<file path="src/rtl/config_update_port_if.sv">
// Host-side write/readback bus of the configuration update port.
// The design owns the slave modport; the host (or bench) drives the master side.
interface config_update_port_if #(
  parameter int DATA_W = 32
);
  logic              wr_valid;
  logic              wr_ready;
  logic [2:0]        wr_addr;
  logic [DATA_W-1:0] wr_data;
  logic              resp_valid;
  logic [1:0]        resp_code;
  logic              rd_valid;
  logic [2:0]        rd_addr;
  logic [DATA_W-1:0] rd_data;
  logic              rd_data_valid;

  modport master (
    output wr_valid, wr_addr, wr_data, rd_valid, rd_addr,
    input  wr_ready, resp_valid, resp_code, rd_data, rd_data_valid
  );

  modport slave (
    input  wr_valid, wr_addr, wr_data, rd_valid, rd_addr,
    output wr_ready, resp_valid, resp_code, rd_data, rd_data_valid
  );
endinterface

</file>
<file path="src/rtl/config_update_port.sv">
// Shadow/live configuration registers: host writes land in shadows, a validated
// COMMIT copies all three shadows into the live outputs in a single cycle.
//
// state | meaning
// IDLE  | ready for a host request
// EXEC  | decode latched request, update shadows or run commit check
// APPLY | copy shadows to live, pulse cfg_update, bump commit_count
// RESP  | issue the one-cycle response pulse
module config_update_port #(
  parameter int                DATA_W        = 32,
  parameter logic [DATA_W-1:0] DEF_THRESHOLD = DATA_W'(1000),
  parameter logic [DATA_W-1:0] DEF_RISK_MIN  = DATA_W'(1000),
  parameter logic [DATA_W-1:0] DEF_RISK_MAX  = DATA_W'(5000)
) (
  input  logic                 clk_i,
  input  logic                 reset_i,
  config_update_port_if.slave  bus,
  output logic [DATA_W-1:0]    trading_threshold_o,
  output logic [DATA_W-1:0]    risk_min_o,
  output logic [DATA_W-1:0]    risk_max_o,
  output logic                 cfg_update_o,
  output logic [15:0]          commit_count_o
);

  typedef enum logic [1:0] {IDLE, EXEC, APPLY, RESP} state_t;

  localparam logic [1:0] RESP_OK         = 2'd0;
  localparam logic [1:0] RESP_BAD_ADDR   = 2'd1;
  localparam logic [1:0] RESP_CHECK_FAIL = 2'd2;

  state_t            state_q;
  logic [2:0]        addr_q;
  logic [DATA_W-1:0] data_q;
  logic [1:0]        pend_code_q;
  logic              resp_valid_q;
  logic [1:0]        resp_code_q;
  logic              cfg_update_q;
  logic [15:0]       commit_count_q;

  logic [DATA_W-1:0] live_thr_q, live_min_q, live_max_q;
  logic [DATA_W-1:0] sh_thr_q, sh_min_q, sh_max_q;

  logic [DATA_W-1:0] rd_data_q, rd_data_d;
  logic              rd_data_valid_q;

  logic commit_ok;
  assign commit_ok = (sh_min_q <= sh_max_q) && (sh_thr_q != '0);

  always_ff @(posedge clk_i) begin
    if (reset_i) begin
      state_q        <= IDLE;
      addr_q         <= '0;
      data_q         <= '0;
      pend_code_q    <= RESP_OK;
      resp_valid_q   <= 1'b0;
      resp_code_q    <= RESP_OK;
      cfg_update_q   <= 1'b0;
      commit_count_q <= '0;
      live_thr_q     <= DEF_THRESHOLD;
      live_min_q     <= DEF_RISK_MIN;
      live_max_q     <= DEF_RISK_MAX;
      sh_thr_q       <= DEF_THRESHOLD;
      sh_min_q       <= DEF_RISK_MIN;
      sh_max_q       <= DEF_RISK_MAX;
    end else begin
      resp_valid_q <= 1'b0;
      cfg_update_q <= 1'b0;
      unique case (state_q)
        IDLE: begin
          if (bus.wr_valid) begin
            addr_q  <= bus.wr_addr;
            data_q  <= bus.wr_data;
            state_q <= EXEC;
          end
        end
        EXEC: begin
          state_q     <= RESP;
          pend_code_q <= RESP_OK;
          unique case (addr_q)
            3'd0: sh_thr_q <= data_q;
            3'd1: sh_min_q <= data_q;
            3'd2: sh_max_q <= data_q;
            3'd3: begin
              if (commit_ok) state_q <= APPLY;
              else           pend_code_q <= RESP_CHECK_FAIL;
            end
            3'd4: begin
              sh_thr_q <= live_thr_q;
              sh_min_q <= live_min_q;
              sh_max_q <= live_max_q;
            end
            default: pend_code_q <= RESP_BAD_ADDR;
          endcase
        end
        APPLY: begin
          live_thr_q     <= sh_thr_q;
          live_min_q     <= sh_min_q;
          live_max_q     <= sh_max_q;
          cfg_update_q   <= 1'b1;
          commit_count_q <= commit_count_q + 16'd1;
          pend_code_q    <= RESP_OK;
          state_q        <= RESP;
        end
        RESP: begin
          resp_valid_q <= 1'b1;
          resp_code_q  <= pend_code_q;
          state_q      <= IDLE;
        end
        default: state_q <= IDLE;
      endcase
    end
  end

  // Readback sees register contents from before the sampling edge.
  always_comb begin
    rd_data_d = '0;
    unique case (bus.rd_addr)
      3'd0:    rd_data_d = live_thr_q;
      3'd1:    rd_data_d = live_min_q;
      3'd2:    rd_data_d = live_max_q;
      3'd4:    rd_data_d = sh_thr_q;
      3'd5:    rd_data_d = sh_min_q;
      3'd6:    rd_data_d = sh_max_q;
      default: rd_data_d = '0;
    endcase
  end

  always_ff @(posedge clk_i) begin
    if (reset_i) begin
      rd_data_q       <= '0;
      rd_data_valid_q <= 1'b0;
    end else begin
      rd_data_valid_q <= bus.rd_valid;
      if (bus.rd_valid) rd_data_q <= rd_data_d;
    end
  end

  assign bus.wr_ready      = (state_q == IDLE) && !reset_i;
  assign bus.resp_valid    = resp_valid_q;
  assign bus.resp_code     = resp_code_q;
  assign bus.rd_data       = rd_data_q;
  assign bus.rd_data_valid = rd_data_valid_q;

  assign trading_threshold_o = live_thr_q;
  assign risk_min_o          = live_min_q;
  assign risk_max_o          = live_max_q;
  assign cfg_update_o        = cfg_update_q;
  assign commit_count_o      = commit_count_q;

endmodule

</file>
<file path="src/flat_wrapper.sv">
// flat-port wrapper written by rule: the top's interface ports become plain ports
module config_update_port_flat 
#(
  parameter int                DATA_W        = 32,
  parameter logic [DATA_W-1:0] DEF_THRESHOLD = DATA_W'(1000),
  parameter logic [DATA_W-1:0] DEF_RISK_MIN  = DATA_W'(1000),
  parameter logic [DATA_W-1:0] DEF_RISK_MAX  = DATA_W'(5000)
)
  (clk_i, reset_i, trading_threshold_o, risk_min_o, risk_max_o, cfg_update_o, commit_count_o, bus_wr_valid, bus_wr_addr, bus_wr_data, bus_rd_valid, bus_rd_addr, bus_wr_ready, bus_resp_valid, bus_resp_code, bus_rd_data, bus_rd_data_valid);
  config_update_port_if #(.DATA_W(DATA_W)) bus_i ();
  input  logic clk_i;
  input  logic reset_i;
  output logic [DATA_W-1:0] trading_threshold_o;
  output logic [DATA_W-1:0] risk_min_o;
  output logic [DATA_W-1:0] risk_max_o;
  output logic cfg_update_o;
  output logic [15:0] commit_count_o;
  input wire logic [$bits(bus_i.wr_valid)-1:0] bus_wr_valid;
  input wire logic [$bits(bus_i.wr_addr)-1:0] bus_wr_addr;
  input wire logic [$bits(bus_i.wr_data)-1:0] bus_wr_data;
  input wire logic [$bits(bus_i.rd_valid)-1:0] bus_rd_valid;
  input wire logic [$bits(bus_i.rd_addr)-1:0] bus_rd_addr;
  output wire logic [$bits(bus_i.wr_ready)-1:0] bus_wr_ready;
  output wire logic [$bits(bus_i.resp_valid)-1:0] bus_resp_valid;
  output wire logic [$bits(bus_i.resp_code)-1:0] bus_resp_code;
  output wire logic [$bits(bus_i.rd_data)-1:0] bus_rd_data;
  output wire logic [$bits(bus_i.rd_data_valid)-1:0] bus_rd_data_valid;
  assign bus_i.wr_valid = bus_wr_valid;
  assign bus_i.wr_addr = bus_wr_addr;
  assign bus_i.wr_data = bus_wr_data;
  assign bus_i.rd_valid = bus_rd_valid;
  assign bus_i.rd_addr = bus_rd_addr;
  assign bus_wr_ready = bus_i.wr_ready;
  assign bus_resp_valid = bus_i.resp_valid;
  assign bus_resp_code = bus_i.resp_code;
  assign bus_rd_data = bus_i.rd_data;
  assign bus_rd_data_valid = bus_i.rd_data_valid;
  config_update_port #(.DATA_W(DATA_W), .DEF_THRESHOLD(DEF_THRESHOLD), .DEF_RISK_MIN(DEF_RISK_MIN), .DEF_RISK_MAX(DEF_RISK_MAX)) u_core (.clk_i(clk_i), .reset_i(reset_i), .bus(bus_i), .trading_threshold_o(trading_threshold_o), .risk_min_o(risk_min_o), .risk_max_o(risk_max_o), .cfg_update_o(cfg_update_o), .commit_count_o(commit_count_o));
endmodule
</file>
<file path="config.mk">
export PLATFORM = sky130hd
export DESIGN_NAME = config_update_port_flat
export DESIGN_NICKNAME = d
export VERILOG_FILES = /design/src/rtl/config_update_port_if.sv /design/src/rtl/config_update_port.sv /design/src/flat_wrapper.sv
export SDC_FILE = /design/constraint.sdc
export NUM_CORES = 1
export LEC_CHECK = 0
export CORE_UTILIZATION = 58
export CTS_CLUSTER_DIAMETER = 30
export DETAILED_ROUTE_END_ITERATION = 7
export PLACE_DENSITY = 0.85
export SYNTH_ARGS = -nofsm -noshare
export SYNTH_HDL_FRONTEND = slang
export SYNTH_SLANG_ARGS = --single-unit
</file>
<file path="constraint.sdc">
create_clock -name clk_i -period 3.79 [get_ports clk_i]
set_input_delay 0.758 -clock clk_i [delete_from_list [all_inputs] [get_ports clk_i]]
set_output_delay 0.758 -clock clk_i [all_outputs]
set_load 0.02 [all_outputs]
</file>
== Word-level counts from Yosys, hierarchy flattened ==
Index checks and enable logic that the tools add are counted.

* ROM bits: 0
* Word-level logic and storage cells: 60
* Bits in latches: 0
* Memories kept: 0
* Register bits after elaboration: 284
* Bits of input ports: 42
* Bits in writable memories: 0

* Equal/unequal tests: 13
* Div/mod/pow operators: 0
* Multiply operators: 0
* Magnitude comparators: 1
* Multiplexer cells: 13
* Reductions and logical operators: 16
* Add/subtract/negate cells: 1
* Bitwise operators: 0
* Shifts and indexed selects: 0

{| class="wikitable"
|+ Operator list
! operator !! number
|-
| $pmux W32 S2 || 3
|-
| $pmux W32 S6 || 1
|-
| $le A32 B32 Y1 || 1
|-
| $reduce_bool A32 Y1 || 1
|-
| $add A16 B1 Y16 const B || 1
|-
| $eq A3 B3 Y1 const B || 4
|-
| $eq A3 B2 Y1 const B || 3
|-
| $pmux W2 S2 || 2
|-
| $pmux W2 S4 || 1
|-
| $reduce_and A2 Y1 || 4
|-
| $reduce_bool A2 Y1 || 4
|-
| $eq A3 B1 Y1 const B || 2
|-
| $logic_not A3 Y1 || 2
|-
| $mux W2 || 3
|-
| $eq A2 B2 Y1 const B || 2
|-
| $reduce_or A4 Y1 || 1
|-
| $mux W1 || 3
|-
| $eq A2 B1 Y1 const B || 1
|-
| $logic_and A1 B1 Y1 || 2
|-
| $logic_not A2 Y1 || 1
|-
| $ne A2 B2 Y1 const B || 1
|-
| $logic_not A1 Y1 || 1
|}

== Logic depth before layout (Yosys ltp) ==
* Depth after elaboration: 5
* Depth in mapped cells: 8
* Gate-level depth less buffers: 8

== Worst setup path before layout ==
OpenSTA, ideal clock, no wires.

* Kind: input -> output
* Start point: in reset_i
* End point: out bus_wr_ready
* Cell stages on the path: 3
* Data arrival time: 1.414 ns
* Path buffers: 2
* Setup slack: 1.618 ns
* Path through: clkbuf_1 clkbuf_1 nor2b_1

* Longest elaborated chain between the ends: 2

{| class="wikitable"
|+ RTL lines
! what !! line !! text
|-
| start, declared || flat_wrapper.sv:12 || <nowiki>input logic reset_i;</nowiki>
|-
| $logic_not A1 Y1 || config_update_port.sv:138 || <nowiki>assign bus.wr_ready = (state_q == IDLE) && !reset_i;</nowiki>
|-
| $logic_and A1 B1 Y1 || config_update_port.sv:138 ||
|-
| end, declared || flat_wrapper.sv:23 || <nowiki>output wire logic [$bits(bus_i.wr_ready)-1:0] bus_wr_ready;</nowiki>
|}

No other way between the ends.

== Final worst setup path ==
* Start point: reg u_core.state_q[0]
* End point: out bus_wr_ready

* Longest elaborated chain between the ends: 2

{| class="wikitable"
|+ RTL lines
! what !! line !! text
|-
| start, declared || config_update_port.sv:31 || <nowiki>state_t state_q;</nowiki>
|-
| start signal, assigned || config_update_port.sv:51 || <nowiki>state_q <= IDLE;</nowiki>
|-
| start signal, assigned || config_update_port.sv:73 || <nowiki>state_q <= EXEC;</nowiki>
|-
| start signal, assigned || config_update_port.sv:77 || <nowiki>state_q <= RESP;</nowiki>
|-
| $logic_not A2 Y1 || config_update_port.sv:138 ||
|-
| $logic_and A1 B1 Y1 || config_update_port.sv:138 ||
|}

No other way between the ends.

==> results_dict.tcl <==
set metrics [dict create \
    place_inst 1783 \
    first_global_vias 11400 \
    wl_mm 38.0 \
    fin_crit_sh_pct 73.9 \
    holdPathEnd "u_core.data_q[25]" \
    num_rows 53 \
    drt_iter0_markers 1233 \
    crit_chain "inv_1 -> ha_1 -> nor2b_1 -> clkdlybuf4s50_1" \
    powerDensity_nw_per_um2 737 \
    core_um2 21100 \
    synth_cell_types 43 \
    viasPerCell 6.34 \
    fp.dieW_um 149 \
    hold_start "u_core.data_q[25]" \
    critPathRequiredTime_ps 3030 \
    clk_latency_ps 540 \
    synth-edff-count 0 \
    r2r_end "u_core.state_q[0]" \
    fmax_mhz 357 \
    tns_ps 0 \
    synth-seq-cells 284 \
    yosys_warnings 0 \
    io_pins 192 \
    min_path_type "reg -> reg" \
    place.gp.congestion 0.890 \
    drive_gt1_share_pct 7.58 \
    r2r_setup_slack_ps 1280 \
    hpwl_mm 22.8 \
    synth_largest_area_cell "dfxtp_1" \
    yosys_most_used_dff "dfxtp_1" \
    finClkSkew_ps 18.8 \
    syn_to_final_growth_pct 30.0 \
    antenna_found_initial 0 \
    hold_viol_final 0 \
    rsz0062_at_grt "no" \
    clock-sinks 284 \
    pre_cts_ws_ps 1060 \
    synth_common_cells "dfxtp_1 (284), nor2_1 (205), a211oi_1 (109)" \
    peakVddDrop_uv 530 \
    ys_seq_area_share_pct 45.4 \
    wire_per_inst_um 20.3 \
    setup_violations 0 \
    slowest_stage "clkdlybuf4s50_1" \
    worst_slack_ps 989 \
    syn_area_um2 12500 \
    finalPower_w 0.0120 \
    dieArea_um2 22200 \
    crit_path_end_kind "output pin" \
    ant_nets 0 \
    syn_area_per_cell_um2 8.91 \
    grt_first_pass_wirelength_mm 60.5 \
    nets 1639 \
    grt_usage_pct 34.2 \
    final_cells 1872 \
    root_buffer "clkbuf_16" \
    cts_tree "built" \
    critPathMaxStageDelay_ps 620 \
    initial_core_util_pct 59.4 \
    grt_max_degree 78 \
    drc_errors 0 \
    numPortBuffers 191 \
    cts.clk_slew.worst_paths_ps 50 \
    gr-total-overflow 0 \
    ctsResizeCount 0 \
    synth_top_area_share_pct 45.4 \
    holdWs_ps 448 \
    reg2regPathDepth 8 \
    synth-async-reset-ratio_pct 0 \
    hold_buffers 0 \
    hold_depth 2 \
    fin_crit_ps 2800 \
    start_kind "flip-flop" \
    status "complete, no violations" \
    crit_type "reg -> out" \
    relSlewSlack_pct 37.2 \
    tightest_slew_ps 940 \
    diodes 0 \
    r2r_start "u_core.sh_max_q[17]" \
    firstDrtPassIters 8 \
    drv_cap 0 \
    vias 11900 \
    cts_buffer_depth 3 \
    slew_violations 0 \
    die_h_um 149 \
    path_max_fanout 5 \
    synth.most_common_cell "dfxtp_1" \
    post_cts_buffers 0 \
    arrival_ps 2040 \
    p_leak_nw 5.88 \
    nFillCells 1354 \
    numCtsBuffers 49 \
    synth_area_leaders "dfxtp_1 (45%), mux2i_1 (6.7%), a211oi_1 (6.5%)" \
    syn_inst 1405 \
    synthesis.nets 1485 \
    htreeDepth 2 \
]
-- report_power, final --
group | internal (W) | switching [W]
clock network | 0.00316 | 0.00153
registers | 0.00348 | 0.000545
logic | 0.00132 | 0.00195
total | 0.00797 | 0.00403
-- cells by family after synthesis --
group	count (synthesis)	synth area share [%]
DFF	284	45.4
xor gates and xnor gates	17	1.19
AOI/OAI and AO/OA	382	21.1
and+or+nand+nor	449	16.5
adders and majority gates	38	3.80
buffers and inverters	151	5.25
muxes	84	6.72
-- worst max-delay path: cells and delay by family, from the launching register on --
kind	cells	cell delay [ps]
adders and majority gates	1	220
and+or+nand+nor	1	160
DFF	1	350
buffers and inverters	2	780
-- layer usage --
layer  track usage [%]  vias to the layer above  share of wire (%)
li1                  -                     5389                  -
met1              44.0                     5521                 39
met2              54.7                      796                 46
met3              5.63                      161                9.9
met4              18.9                        0                4.5
met5                 0                        -                  0
-- per-stage QoR --
stage | cell area (um^2) | utilization (%)
finish | 16300 | 77.2
global route | 16300 | 77.2
CTS | 16300 | 77.2
detailed placement | 14500 | 68.7
global placement | 14500 | 68.7
floorplan | 12500 | -
-- how the worst max path moves through the flow --
stage	end	slack (ps)	depth (start not counted)	startpoint
detailed placement	u_core.bus.rd_data[6]	1060	7	bus_rd_addr[1]
CTS	bus_wr_ready	960	4	u_core.state_q[0]
floorplan	bus_wr_ready	1620	3	reset_i
finish	bus_wr_ready	990	4	u_core.state_q[0]
global placement	u_core.bus.rd_data[9]	1160	7	bus_rd_addr[0]
global route	bus_wr_ready	860	4	u_core.state_q[0]
-- layout by cell type (no fill, tap or decap), types with 3 or more instances in the layout --
cell,instances
a211o_1,34
a211oi_1,109
a21o_1,5
a21oi_1,96
a22oi_1,96
a31oi_1,32
and3b_1,3
and4_1,3
buf_4,25
bufinv_16,9
clkbuf_1,4
clkbuf_16,51
clkbuf_8,6
clkdlybuf4s50_1,190
clkinv_2,5
clkinv_4,5
clkinvlp_4,7
dfxtp_1,284
ha_1,37
inv_1,38
inv_6,3
mux2i_1,84
nand2_1,82
nand3_1,7
nand3b_1,3
nand4_1,15
nor2_1,205
nor2b_1,54
nor3_1,52
nor3b_4,3
nor4_1,11
xnor2_1,6
xor2_1,11
-- sequential cells by signal, summed over array words and instances (netlist names), 3 cells and up --
signal	flops
u_core.bus.rd_data	32
u_core.data_q	32
u_core.risk_max_o	32
u_core.risk_min_o	32
u_core.sh_max_q	32
u_core.sh_min_q	32
u_core.sh_thr_q	32
u_core.trading_threshold_o	32
u_core.commit_count_o	16
u_core.addr_q	3
-- cell type report --
class,count,area [um^2],share of cell area (%)
timing repair buffer,216,2100,12.9
inverter,38,143,0.877
clock inverter,29,418,2.57
sequential,284,5690,34.9
clock buffer,60,1360,8.36
multi-input combinational,970,6220,38.2
tap,275,344,2.11
No activity file was read; power rests on OpenSTA's default activity.
